<file path="src/rtl/radix_2_intt_pe_pipe.sv">
// radix_2_intt_pe_pipe: pipelined Gentleman-Sande inverse-NTT butterfly with optional halving
module radix_2_intt_pe_pipe #(
  parameter int N = 17,
  parameter int Q = 65537
) (
  input  logic         clk,
  input  logic         rst,
  input  logic         in_valid,
  output logic         in_ready,
  input  logic [N-1:0] a,
  input  logic [N-1:0] b,
  input  logic [N-1:0] tf,
  input  logic         half_en,
  output logic         out_valid,
  input  logic         out_ready,
  output logic [N-1:0] an,
  output logic [N-1:0] bn
);
  localparam logic [N:0] QX = Q[N:0];
  localparam logic [2*N-1:0] QP = {{(N-1){1'b0}}, QX};

  logic           adv;
  logic [N:0]     sum;
  logic [N-1:0]   r;
  logic [N-1:0]   s1_d, s1_q, d1_d, d1_q, tf1_d, tf1_q;
  logic           h1_d, h1_q, v1_d, v1_q;
  logic [2*N-1:0] p2_d, p2_q;
  logic [N-1:0]   s2_d, s2_q;
  logic           h2_d, h2_q, v2_d, v2_q;
  logic [N-1:0]   an_d, an_q, bn_d, bn_q;
  logic           out_valid_d, out_valid_q;

  function automatic logic [N-1:0] half(input logic [N-1:0] x);
    return x[0] ? N'(({1'b0, x} + QX) >> 1) : x >> 1;
  endfunction

  // next-state for all three stages; every stage holds together when the output is blocked
  always_comb begin
    adv         = !out_valid_q | out_ready;
    sum         = {1'b0, a} + {1'b0, b};
    r           = N'(p2_q % QP);
    s1_d        = adv ? N'(sum >= QX ? sum - QX : sum) : s1_q;
    d1_d        = adv ? N'(a >= b ? {1'b0, a} - {1'b0, b} : {1'b0, a} + QX - {1'b0, b}) : d1_q;
    tf1_d       = adv ? tf : tf1_q;
    h1_d        = adv ? half_en : h1_q;
    v1_d        = adv ? in_valid : v1_q;
    p2_d        = adv ? {{N{1'b0}}, d1_q} * {{N{1'b0}}, tf1_q} : p2_q;
    s2_d        = adv ? s1_q : s2_q;
    h2_d        = adv ? h1_q : h2_q;
    v2_d        = adv ? v1_q : v2_q;
    an_d        = adv ? (h2_q ? half(s2_q) : s2_q) : an_q;
    bn_d        = adv ? (h2_q ? half(r) : r) : bn_q;
    out_valid_d = adv ? v2_q : out_valid_q;
  end

  // pipeline registers; reset drops every in-flight token
  always_ff @(posedge clk) begin
    if (rst) begin
      s1_q        <= '0;
      d1_q        <= '0;
      tf1_q       <= '0;
      h1_q        <= 1'b0;
      v1_q        <= 1'b0;
      p2_q        <= '0;
      s2_q        <= '0;
      h2_q        <= 1'b0;
      v2_q        <= 1'b0;
      an_q        <= '0;
      bn_q        <= '0;
      out_valid_q <= 1'b0;
    end else begin
      s1_q        <= s1_d;
      d1_q        <= d1_d;
      tf1_q       <= tf1_d;
      h1_q        <= h1_d;
      v1_q        <= v1_d;
      p2_q        <= p2_d;
      s2_q        <= s2_d;
      h2_q        <= h2_d;
      v2_q        <= v2_d;
      an_q        <= an_d;
      bn_q        <= bn_d;
      out_valid_q <= out_valid_d;
    end
  end

  assign in_ready  = adv;
  assign out_valid = out_valid_q;
  assign an        = an_q;
  assign bn        = bn_q;
endmodule
</file>
<file path="config.mk">
export PLATFORM = sky130hd
export DESIGN_NAME = radix_2_intt_pe_pipe
export DESIGN_NICKNAME = d
export VERILOG_FILES = /design/src/rtl/radix_2_intt_pe_pipe.sv
export SDC_FILE = /design/constraint.sdc
export NUM_CORES = 2
export LEC_CHECK = 0
export ABC_CLOCK_PERIOD_IN_PS = 31700
export CAP_MARGIN = 20
export CORE_MARGIN = 2
export CORE_UTILIZATION = 40
export DETAILED_ROUTE_END_ITERATION = 8
export HOLD_SLACK_MARGIN = 0.08
export PLACE_DENSITY = 0.57
export SYNTH_ARGS = -nofsm -noshare
export SYNTH_HDL_FRONTEND = slang
export SYNTH_SLANG_ARGS = --single-unit
</file>
<file path="constraint.sdc">
create_clock -name clk -period 31.7 [get_ports clk]
set_input_delay 9.51 -clock clk [delete_from_list [all_inputs] [get_ports clk]]
set_output_delay 9.51 -clock clk [all_outputs]
set_load 0.005 [all_outputs]
</file>
== Yosys cells after proc, flatten, opt, wreduce, memory -nomap -nowiden ==
Cells that the tools add are included.

* Register bits: 141
* Bits of input ports: 56
* Output and inout bits: 36
* Word-level logic and storage cells: 31

* Add/sub/neg operators: 7
* $mul: 1
* Divide/modulo/power cells: 1
* Magnitude comparators: 2
* Muxes and demuxes: 6
* Bitwise gates (word level): 1
* Reductions and logical operators: 1

{| class="wikitable"
|+ Operators by type and width
! kind !! count
|-
| 17-bit two-way mux || 6
|-
| 17-bit by 17-bit adder with 18-bit output (second input constant) || 2
|-
| 34-bit by 17-bit modulo with 34-bit output (second input constant) || 1
|-
| 17-bit by 17-bit multiplier with 34-bit output || 1
|-
| 17-bit subtractor || 2
|-
| 17-bit by 17-bit adder with 18-bit output || 1
|-
| 18-bit by 17-bit >= comparator with 1-bit output (second input constant) || 1
|-
| 17-bit adder (second input constant) || 1
|-
| 17-bit >= comparator || 1
|-
| 17-bit subtractor (second input constant) || 1
|-
| 1-bit zero test || 1
|-
| 1-bit OR || 1
|}

== Depth between registers and ports, before layout ==
* Depth in word-level cells: 4
* Depth in mapped cells: 88
* Depth with buffers taken out: 70

== Least setup slack after synthesis ==
No wires, ideal clock.

* Path kind: register to register
* From: register p2_q[29]
* To: register bn_q[14] (netlist: bn[14])
* Setup time: 91 ps
* Data arrival time: 20813 ps
* Data required time: 31609 ps
* Path slack: 10796 ps
* Cell stages (with the launch flop): 79
* Path buffers: 10
* Period minus slack after synthesis: 20904 ps
* Cell sequence: dfxtp_1 or4_4 or3_1 a211o_1 nor3_2 and3_1 buf_4 a211oi_1 nor4_1 nand4_1 a211o_1 nand3b_1 nor4_2 nand3_1 mux2i_1 and2_1 mux2_2 a2111oi_2 (+43 left out) o211ai_1 nand4b_1 o41ai_2 and2_1 buf_6 xnor2_1 ha_1 or4b_1 nor3b_1 a21boi_2 o21ai_1 xnor2_1 or3b_1 buf_4 nor3_4 a32oi_1 a41o_1 a311oi_1

* Word-level cells in the longest chain between the ends: 4

{| class="wikitable"
|+ Ends and longest elaborated chain
! what !! line !! text
|-
| from (decl) || 27 || <nowiki>logic [2*N-1:0] p2_d, p2_q;</nowiki>
|-
| from (signal assigned) || 77 || <nowiki>p2_q <= p2_d;</nowiki>
|-
| 34-bit by 17-bit modulo with 34-bit output (*) || 41 || <nowiki>r = N'(p2_q % QP);</nowiki>
|-
| 17-bit by 17-bit adder with 18-bit output || 34 || <nowiki>return x[0] ? N'(({1'b0, x} + QX) >> 1) : x >> 1;</nowiki>
|-
| 17-bit two-way mux || 34 ||
|-
| 17-bit two-way mux (*) || 52 || <nowiki>bn_d = adv ? (h2_q ? half(r) : r) : bn_q;</nowiki>
|-
| to (signal assigned) || 82 || <nowiki>bn_q <= bn_d;</nowiki>
|-
| to (decl) || 30 || <nowiki>logic [N-1:0] an_d, an_q, bn_d, bn_q;</nowiki>
|}

Mark *: on every way between the ends. The rest lies on a longest branch, timed or not.
A chain may end at the register's enable or synchronous reset.

== Worst setup path after layout ==
* From: register p2_q[21]
* To: register bn_q[14] (netlist: bn[14])

The elaborated chain is that of the path after synthesis.

==> metrics.csv <==
metric,value,unit
status,finished clean,
post-cts resize count,0,
via/cell ratio,5.68,
Worst EP required,32.07,ns
ys async rst share,0,%
Final Critical Period,26.19,ns
nets,4214,
Tcrit/Tclk final,82.6,%
total congestion overflow,0,
"Reg clk slew, reported paths",0.08,ns
most frequent cells in the layout,"nand2_1 (560), inv_1 (357), nor2_1 (350)",
full die area,73000,um2
Sum Neg Setup Slack,0,ns
overall global routing resource usage,22.8,%
share of layout cells above drive strength 1,5.47,%
Site Rows,97,
RePlAce Congestion,0.933,
final WL,83.8,mm
clk buf depth,2,
DR pass1 iterations,7,
TritonCTS Sinks,141,
crit path max fanout,13,
Syn Nets,4264,
first-pass GRT wire length,138,mm
CTS tree,yes,
sequential share of the synthesized area,9.96,%
vias in the first global route,25900,
Die Width,270,um
synthesized cell area,28300,um2
Yosys reg bits,141,
Fin. Hold Viols,0,
DR WL/cell,17.8,um
post-CTS setup buffer count,0,
kind of critical path,flip-flop to flip-flop,
Most common cell on crit path,nand4_1,
critical path arrival,26.56,ns
Antenna diodes,0,
Max Clock Freq,38.2,MHz
area of the multi-input gates,23400,um2
crit path max-delay cell type,a221oi_1,
Worst Tran Pin Value,0.994,ns
CTS root buffer,clkbuf_16,
DRC,0,
Die Ht,270,um
Crit path largest cell delay,0.92,ns
HPWL Detailed,66.5,mm
clock skew,0.0200,ns
Yosys warning count,0,
unrepaired setup endpoints after global routing,no,
Hold Crit Class,flip-flop to flip-flop,
Post-synth EDFFs,0,
"commonest non-fill, non-tap cell in the layout",nand2_1,
# fillers,7338,
predominant post-synthesis flop cell,dfxtp_1,
cts hold-fix bufs,0,
Final ANT Viol Nets,0,
vias,26700,
CP Capture Type,flip-flop,
drt initial violations,1884,
I/O Buffers,91,
Setup crit start kind,flip-flop,
CTS buffer count,17,
Fin Hold WS,0.450,ns
max-capacitance violation count,0,
number of distinct library cells after synthesis,129,
Initial Util,40.4,%
Reg area,2820,um2
Clock H-tree levels,4,
Slew Limit Fails,0,
# IOs,92,
Skew-Pair Late Insertion Delay,0.46,ns
area delta synth->final,7.34,%
initial antenna violation count,0,
core area,70100,um2
Max-slew headroom,32.0,%
largest net degree at the start of global routing,88,
Finish-stage setup viols,0,
Mapped Cells,3800,
"Avg Cell Area, Syn",7.46,um2
==> metrics by stage <==
step | cell area, um2 | setup slack [ns] | utilization [%] | std cells
3_3_place_gp | 29900 | 6.79 | 42.6 | 4671
2_1_floorplan | 28300 | 10.80 | - | 3800
6_report | 30400 | 5.51 | 43.4 | 4703
5_1_grt | 30400 | 3.34 | 43.4 | 4703
4_1_cts | 30400 | 6.14 | 43.4 | 4703
3_5_place_dp | 29900 | 6.23 | 42.6 | 4671
==> layout make-up <==
cell class                 instances  share of cell area (%)
clock buffer                      21                    1.55
clock inverter                    11                   0.325
inverter                         362                    4.47
multi-input combinational       3113                    76.9
sequential                       141                    9.28
tap                              940                    3.86
timing repair buffer             115                    3.58
==> synth_stat cells, drive strengths merged (104+ instances only) <==
master | instances | share of area [%]
xnor2 | 154 | 4.9
and2 | 134 | 3.0
nor3 | 104 | 2.0
a21oi | 236 | 4.2
o21ai | 140 | 2.5
fa | 241 | 17
nand2 | 561 | 7.5
inv | 360 | 4.8
ha | 167 | 7.4
clkbuf | 147 | 1.9
nor2 | 352 | 4.7
dfxtp | 141 | 10
==> state kept, by name, summed over array words and instances, names as in the netlist <==
signal and flops:
an 17, bn 17, d1_q 17, h1_q 1, h2_q 1, out_valid 1, p2_q 34, s1_q 17
s2_q 17, tf1_q 17, v1_q 1, v2_q 1
==> cells by family after synthesis <==
kind of cell | Yosys count | share of synthesized area [%]
AND/OR/NAND/NOR | 1596 | 28.0
AO/OA/AOI/OAI | 831 | 21.1
buffers and inverters | 546 | 7.51
adder cells (fa/ha/maj) | 409 | 24.4
XOR/XNOR | 230 | 7.26
flip-flops | 141 | 9.96
multiplexers | 47 | 1.72
==> critical path: cells and delay by family (launching register included) <==
kind | cells | cell delay, ns
simple gates | 28 | 10.99
compound gates | 27 | 10.25
xor+xnor | 5 | 2.04
mux | 4 | 1.74
fa+ha+maj | 2 | 0.61
flops | 1 | 0.37
buf+inv | 1 | 0.05
==> final timing paths <==
kind,cells past startpoint,slack [ns],endpoint,startpoint
min reg2reg,2,0.45,s2_q[11],s1_q[11]
max,67,5.51,bn[14],p2_q[21]
min,2,0.45,s2_q[11],s1_q[11]
max reg2reg,67,5.51,bn[14],p2_q[21]
==> layer usage <==
metal | global-route usage [%] | vias up | part of all wire (%)
met5 | 0 | - | 0
met4 | 4.80 | 0 | 1.6
met3 | 2.15 | 102 | 4.4
li1 | - | 13100 | -
met1 | 32.1 | 12900 | 48
met2 | 37.8 | 698 | 46
Power is not shown: default switching activity piles up to over one toggle a cycle in this logic, so the estimate is an artifact.
